### src/rtl/i2c_master_ctrl.sv
// Single-master I2C initiator: one command becomes a complete single-byte write or read
// transaction on an open-drain SCL/SDA pair, with a one-cycle response pulse at the end.
module i2c_master_ctrl #(
    parameter int CLK_DIV = 4
) (
    input  logic       clk,
    input  logic       rst_n,
    input  logic       cmd_valid,
    output logic       cmd_ready,
    input  logic       cmd_rw,
    input  logic [6:0] cmd_id,
    input  logic [7:0] cmd_addr,
    input  logic [7:0] cmd_wdata,
    output logic       rsp_valid,
    output logic [7:0] rsp_rdata,
    output logic       rsp_err,
    output logic       busy,
    output logic       scl_o,
    output logic       sda_o,
    input  logic       sda_i
);

    localparam int DIV_W = $clog2(CLK_DIV);

    localparam logic [1:0] B_ADDR_W = 2'd0;
    localparam logic [1:0] B_MADDR  = 2'd1;
    localparam logic [1:0] B_DATA   = 2'd2;
    localparam logic [1:0] B_ADDR_R = 2'd3;

    typedef enum logic [3:0] {
        S_IDLE,
        S_START,
        S_TXB,
        S_ACK,
        S_RSTART,
        S_RXB,
        S_MNACK,
        S_STOP,
        S_DONE
    } state_t;

    state_t           r_state;
    logic [DIV_W-1:0] r_div;
    logic [1:0]       r_q;
    logic [2:0]       r_bit;
    logic [1:0]       r_byte;
    logic             r_rw;
    logic [6:0]       r_id;
    logic [7:0]       r_addr;
    logic [7:0]       r_wdata;
    logic [7:0]       r_rx;
    logic             r_nack;
    logic             r_err;
    logic             r_scl;
    logic             r_sda;
    logic             r_ready;
    logic             r_busy;
    logic             r_rsp_valid;
    logic [7:0]       r_rsp_rdata;
    logic             r_rsp_err;

    logic             w_tick;
    logic             w_scl;
    logic             w_sda;
    logic [7:0]       w_txbyte;

    assign cmd_ready = r_ready;
    assign busy      = r_busy;
    assign rsp_valid = r_rsp_valid;
    assign rsp_rdata = r_rsp_rdata;
    assign rsp_err   = r_rsp_err;
    assign scl_o     = r_scl;
    assign sda_o     = r_sda;

    assign w_tick = (r_state != S_IDLE) && (r_state != S_DONE)
                    && (r_div == DIV_W'(CLK_DIV - 1));

    always_comb begin
        w_txbyte = {r_id, 1'b0};
        case (r_byte)
            B_ADDR_W: w_txbyte = {r_id, 1'b0};
            B_MADDR:  w_txbyte = r_addr;
            B_DATA:   w_txbyte = r_wdata;
            B_ADDR_R: w_txbyte = {r_id, 1'b1};
            default:  w_txbyte = {r_id, 1'b0};
        endcase
    end

    // Line levels for the current quarter; registered below so the pins are glitch-free.
    always_comb begin
        w_scl = 1'b1;
        w_sda = 1'b1;
        case (r_state)
            S_START: begin
                w_scl = (r_q != 2'd3);
                w_sda = (r_q == 2'd0);
            end
            S_RSTART: begin
                w_scl = (r_q == 2'd1) || (r_q == 2'd2);
                w_sda = (r_q <= 2'd1);
            end
            S_STOP: begin
                w_scl = (r_q != 2'd0);
                w_sda = (r_q >= 2'd2);
            end
            S_TXB: begin
                w_scl = r_q[1];
                w_sda = w_txbyte[r_bit];
            end
            S_ACK, S_RXB, S_MNACK: begin
                w_scl = r_q[1];
                w_sda = 1'b1;
            end
            default: begin
                w_scl = 1'b1;
                w_sda = 1'b1;
            end
        endcase
    end

    always_ff @(posedge clk or negedge rst_n) begin
        if (!rst_n) begin
            r_state     <= S_IDLE;
            r_div       <= '0;
            r_q         <= 2'd0;
            r_bit       <= 3'd7;
            r_byte      <= B_ADDR_W;
            r_rw        <= 1'b0;
            r_id        <= 7'd0;
            r_addr      <= 8'd0;
            r_wdata     <= 8'd0;
            r_rx        <= 8'd0;
            r_nack      <= 1'b0;
            r_err       <= 1'b0;
            r_scl       <= 1'b1;
            r_sda       <= 1'b1;
            r_ready     <= 1'b1;
            r_busy      <= 1'b0;
            r_rsp_valid <= 1'b0;
            r_rsp_rdata <= 8'd0;
            r_rsp_err   <= 1'b0;
        end else begin
            r_scl <= w_scl;
            r_sda <= w_sda;

            if ((r_state == S_IDLE) || (r_state == S_DONE) || w_tick)
                r_div <= '0;
            else
                r_div <= r_div + DIV_W'(1);

            case (r_state)
                S_IDLE: begin
                    r_rsp_valid <= 1'b0;
                    if (r_rsp_valid) begin
                        r_ready <= 1'b1;
                        r_busy  <= 1'b0;
                    end else if (cmd_valid && r_ready) begin
                        r_rw        <= cmd_rw;
                        r_id        <= cmd_id;
                        r_addr      <= cmd_addr;
                        r_wdata     <= cmd_wdata;
                        r_ready     <= 1'b0;
                        r_busy      <= 1'b1;
                        r_err       <= 1'b0;
                        r_nack      <= 1'b0;
                        r_rx        <= 8'd0;
                        r_q         <= 2'd0;
                        r_rsp_rdata <= 8'd0;
                        r_rsp_err   <= 1'b0;
                        r_state     <= S_START;
                    end
                end
                S_DONE: begin
                    r_rsp_valid <= 1'b1;
                    r_rsp_rdata <= (r_rw && !r_err) ? r_rx : 8'd0;
                    r_rsp_err   <= r_err;
                    r_state     <= S_IDLE;
                end
                default: begin
                    if (w_tick) begin
                        r_q <= r_q + 2'd1;
                        // End of Q2 is the SDA sample point while SCL is high.
                        if (r_q == 2'd2) begin
                            if (r_state == S_ACK)
                                r_nack <= sda_i;
                            if (r_state == S_RXB)
                                r_rx <= {r_rx[6:0], sda_i};
                        end
                        if (r_q == 2'd3) begin
                            case (r_state)
                                S_START: begin
                                    r_byte  <= B_ADDR_W;
                                    r_bit   <= 3'd7;
                                    r_state <= S_TXB;
                                end
                                S_TXB: begin
                                    if (r_bit == 3'd0)
                                        r_state <= S_ACK;
                                    else
                                        r_bit <= r_bit - 3'd1;
                                end
                                S_ACK: begin
                                    r_bit <= 3'd7;
                                    if (r_nack) begin
                                        r_err   <= 1'b1;
                                        r_state <= S_STOP;
                                    end else begin
                                        case (r_byte)
                                            B_ADDR_W: begin
                                                r_byte  <= B_MADDR;
                                                r_state <= S_TXB;
                                            end
                                            B_MADDR: begin
                                                if (r_rw) begin
                                                    r_state <= S_RSTART;
                                                end else begin
                                                    r_byte  <= B_DATA;
                                                    r_state <= S_TXB;
                                                end
                                            end
                                            B_DATA:  r_state <= S_STOP;
                                            default: r_state <= S_RXB;
                                        endcase
                                    end
                                end
                                S_RSTART: begin
                                    r_byte  <= B_ADDR_R;
                                    r_bit   <= 3'd7;
                                    r_state <= S_TXB;
                                end
                                S_RXB: begin
                                    if (r_bit == 3'd0)
                                        r_state <= S_MNACK;
                                    else
                                        r_bit <= r_bit - 3'd1;
                                end
                                S_MNACK: r_state <= S_STOP;
                                S_STOP:  r_state <= S_DONE;
                                default: r_state <= S_IDLE;
                            endcase
                        end
                    end
                end
            endcase
        end
    end

endmodule

### config.mk
export PLATFORM = sky130hd
export DESIGN_NAME = i2c_master_ctrl
export DESIGN_NICKNAME = d
export VERILOG_FILES = /design/src/rtl/i2c_master_ctrl.sv
export SDC_FILE = /design/constraint.sdc
export NUM_CORES = 1
export LEC_CHECK = 0
export ABC_AREA = 0
export CAP_MARGIN = 5
export CELL_PAD_IN_SITES_DETAIL_PLACEMENT = 0
export CELL_PAD_IN_SITES_GLOBAL_PLACEMENT = 2
export CORE_ASPECT_RATIO = 0.7
export CORE_UTILIZATION = 39
export DETAILED_ROUTE_END_ITERATION = 10
export GPL_TIMING_DRIVEN = 0
export PLACE_DENSITY_LB_ADDON = 0.3
export SLEW_MARGIN = 10
export SYNTH_ARGS = -nofsm -noshare
export SYNTH_HDL_FRONTEND = slang
export SYNTH_SLANG_ARGS = --single-unit
### constraint.sdc
create_clock -name clk -period 4.2 [get_ports clk]
set_clock_uncertainty 0.05 [all_clocks]
set_input_delay 0.84 -clock clk [delete_from_list [all_inputs] [get_ports clk]]
set_output_delay 0.84 -clock clk [all_outputs]
set_load 0.05 [all_outputs]
After elaboration in Yosys (flattened, before gate mapping):

Cells that the tools add are included.
W data, S select, Z words.

* flip-flop bits (word level): 61
* input bits: 28
* output and inout bits: 14
* word-level logic and storage cells: 145

* add/sub/neg operators: 3
* magnitude comparators: 3
* eq/ne operators: 25
* multiplexer cells: 51
* bitwise operators: 3
* reductions and logical operators: 41

Operators by type and width (count)
* $mux W8: 6
* $pmux W8 S2: 2
* $pmux W8 S4: 1
* $mux W4: 6
* $pmux W4 S6: 1
* $reduce_bool A2 Y1: 10
* $reduce_and A6 Y1: 3
* $eq A4 B3 Y1 const B: 4
* $reduce_and A7 Y1: 2
* $mux W1: 13
* $mux W2: 6
* $eq A2 B2 Y1 const B: 5
* $mux W3: 3
* $pmux W3 S3: 1
* $reduce_bool A3 Y1: 3
* $eq A4 B2 Y1 const B: 2
* $ne A2 B2 Y1 const B: 4
* $ne A4 B4 Y1 const B: 2
* $pmux W1 S2: 4
* $pmux W1 S4: 2
* $pmux W2 S2: 2
* $pmux W4 S2: 1
* $pmux W2 S3: 1
* $pmux W3 S2: 1
* other kinds (28): 41

Longest topological paths before layout:

* depth in word-level cells: 7
* mapped depth: 7
* gate-level depth less buffers: 7

Worst setup path before layout:

No wires, ideal clock.

* kind: in2reg
* start point: input port cmd_valid
* end point: register r_addr[0]
* setup time: 0.127 ns
* arrival time: 1.773 ns
* required time: 4.023 ns
* slack: 2.250 ns
* cell stages on the path: 5
* path buffers: 2
* cell sequence: and3b_1 and2_1 buf_6 buf_6 mux2_1

* longest elaborated chain between the ends: 2

Ends and longest elaborated chain
* start, declared: RTL line 8 `input logic cmd_valid,`
* $logic_and A1 B1 Y1: RTL line 157 `end else if (cmd_valid && r_ready) begin`
* $reduce_and A3 Y1 (no source line)
* end signal, assigned: RTL line 160 `r_addr <= cmd_addr;`
* end, declared: RTL line 49 `logic [7:0] r_addr;`

No other way between the ends.
A chain may end at the register's enable or synchronous reset.

Worst setup path after layout:

* start point: register r_ready (netlist: cmd_ready)
* end point: output port cmd_ready

RTL lines
* start, declared: RTL line 56 `logic r_ready;`
* start signal, assigned: RTL line 137 `r_ready <= 1'b1;`
* start signal, assigned: RTL line 155 `r_ready <= 1'b1;`
* start signal, assigned: RTL line 162 `r_ready <= 1'b0;`
* end, declared: RTL line 9 `output logic cmd_ready,`

No word-level cell between the ends.

==> impl_metrics.py <==
metrics = {
    "logic_synthesis": {
        "synth_cells": 284,
        "yosys.area.top_type_share_pct": 43.8,
        "yosysUniqueCellTypes": 52,
        "avgSynthCellArea_um2": 11.1,
        "syn_area_mm2": 0.00314,
        "postSynth.asyncResetShare_pct": 100,
        "seq_area_frac_synth_pct": 48.9,
        "syn_nets": 319,
        "synthTopCellsByArea": "dfrtp_1, mux2_1, dfstp_2, mux2i_1, ha_1",
        "synth_edf_count": 0,
        "ys_seq_elements": 61,
        "synth_warnings": 0,
        "synth_top_cell_by_area": "dfrtp_1",
        "ys.flop_type": "dfrtp_1",
        "netlist_top_cells_count": "dfrtp_1, nor2_1, nand2_1",
        "synth_most_common_cell": "dfrtp_1",
    },
    "cells_and_area": {
        "area_growth_pct": 26.3,
        "diodes": 0,
        "fin_nets": 371,
        "drive_gt1_share_pct": 15.0,
        "stdcell_count": 439,
        "post-route-util_pct": 52.5,
    },
    "die": {
        "start_util_pct": 41.6,
        "fp.coreArea_mm2": 0.00755,
        "ios": 42,
        "die-area_mm2": 0.00842,
        "die_h_um": 77.1,
        "fp-row-count": 26,
        "die_w_um": 109,
    },
    "worst_setup_path": {
        "worstSetupPathType": "flop to output pin",
        "critPathTopFamily": "buffers and inverters",
        "crit_chain": "clkdlybuf4s50_1",
        "cpPeakStageDelay_ns": 0.80,
        "required_ns": 3.31,
        "crit_path_end_kind": "output pin",
        "cp_num_buf_inv": 1,
        "cp_slowest_cell": "clkdlybuf4s50_1",
        "worstPathArrival_ns": 1.66,
        "critPathLaunchType": "flop",
        "worstPathMaxFanout": 3,
    },
    "grt": {
        "grt-ovfl-total": 0,
        "grt_pass1_vias": 2300,
        "antenna_found_initial": 0,
        "grt_max_degree": 62,
        "track_usage_pct": 19.8,
        "grt_pass1_wl_um": 12300,
    },
    "drt": {
        "drc_errors": 0,
        "drtPass1Iterations": 4,
        "ant_nets": 0,
        "vias": 2353,
        "vias_per_cell": 5.36,
        "wire_per_inst_um": 16.1,
        "wirelength_um": 7080,
        "drt_iter0_drc": 119,
    },
    "sta": {
        "slew_headroom_pct": 48.5,
        "setup-tns-final_ns": 0,
        "finalSetupViolations": 0,
        "clock.fmax_mhz": 392,
        "rsz0062_at_grt": "no",
        "layout_setup_ws_ns": 1.65,
        "tightest_slew_ns": 0.772,
        "slew_violations": 0,
        "finalCritPeriodShare_pct": 60.8,
        "min_period_ns": 2.55,
        "hold_violations": 0,
    },
    "clocking": {
        "clkLatencyLatePin_ns": 0.34,
        "numClockSinks": 61,
        "holdBufCountCts": 0,
        "root_buffer": "clkbuf_16",
        "clk_pin_slew_ns": 0.05,
        "cts_max_level": 3,
        "post_cts_buffers": 0,
        "cts_buffer_depth": 2,
        "tritoncts": "yes",
        "post_cts_resized": 0,
        "numCtsBuffers": 9,
    },
    "power": {
        "p_leak_nw": 1.75,
        "p_total_mw": 1.35,
        "power_density_mw_per_mm2": 342,
        "peakVddDrop_mv": 0.219,
    },
    "placed_design": {
        "pre_cts_ws_ns": 1.50,
        "portBuffers": 41,
        "gp_congestion": 0.855,
        "hpwl_um": 5090,
        "place_inst": 423,
    },
    "worst_hold_path": {
        "hold_class": "flop to flop",
    },
    "flow_run": {
        "maxCapViolCount": 0,
    },
    "run_status": {
        "outcome": "finished clean",
    },
}
==> stage by stage <==
step	hold slack [ns]	area, µm²
after floorplan	0.369	3140
after global routing	0.423	3960
after CTS	0.400	3960
final	0.399	3960
after global placement	0.379	3670
after detailed placement	0.393	3670
==> layout by cell type, fill, tap and decap left out, types with 2 or more instances in the layout <==
master           Yosys  final
a211oi_1             2      2
a21oi_1             12     12
a22o_1               8      8
a31oi_1              2      2
and3b_1              2      2
buf_2                5      5
buf_4                1      2
buf_6                6      6
clkbuf_1             2      4
clkbuf_16            0      9
clkdlybuf4s50_1      0     40
clkinv_2             0      2
dfrtp_1             55     55
dfstp_2              6      6
ha_1                 7      7
inv_1               14     14
mux2_1              18     18
mux2_2               7      7
mux2i_1             14     14
mux4_2               3      3
nand2_1             19     19
nand2b_1             3      3
nand3_1             16     16
nor2_1              20     20
nor2b_1              4      4
nor3_1               5      5
nor3b_1              4      4
o211a_1              2      2
o211ai_1             3      3
o21ai_0             16     16
o21ai_1              2      2
or3_1                3      3
==> power by group <==
| group | leakage, nW | internal (mW) | total [mW] | switching (mW) |
|---|---|---|---|---|
| clock | 0.143 | 0.473 | 0.728 | 0.255 |
| sequential | 0.801 | 0.589 | 0.589 | 0 |
| combinational | 0.809 | 0.0219 | 0.0370 | 0.0151 |
| total | 1.75 | 1.08 | 1.35 | 0.270 |
==> path summary, 6_finish.rpt <==
check / cells after the start / slack [ns] / to / from
max in group asynchronous: 1 / 3.06 / r_div[1] / rst_n
setup reg to reg: 6 / 2.02 / r_addr[0] / r_state[0]
hold reg to reg: 1 / 0.40 / r_div[0] / r_div[0]
hold / removal: 1 / 0.40 / r_div[0] / r_div[0]
min in group asynchronous: 1 / 0.54 / r_addr[3] / rst_n
setup / recovery: 1 / 1.65 / cmd_ready / cmd_ready
==> layer usage <==
metal	vias up	track usage, %	routed length (µm)
met2	50	24.2	2740
met5	-	0	0
met3	4	6.04	346
met4	0	6.80	41
met1	1158	31.9	3950
li1	1141	-	-
==> registers in the layout, indices dropped and copies added, names as in the netlist, 2 cells and up <==
signal     count
r_addr         8
r_rx           8
r_wdata        8
rsp_rdata      8
r_id           7
r_state        4
r_bit          3
r_byte         2
r_div          2
r_q            2
==> logic make-up after synthesis <==
logic type | Yosys count | share of synthesized area [%]
simple gates | 84 | 14.1
flops | 61 | 48.9
compound gates | 60 | 13.3
mux | 42 | 15.6
buf+inv | 30 | 5.34
fa+ha+maj | 7 | 2.79
==> cell type report <==
class	instances	area, µm²
Buffer	15	111
Fill cell	711	3580
Multi-Input combinational cell	193	1440
Sequential cell	61	1530
Tap cell	98	123
Clock buffer	12	246
Inverter	15	56.3
Timing Repair Buffer	41	408
Clock inverter	4	47.5
No activity file was read; power rests on OpenSTA's default activity.
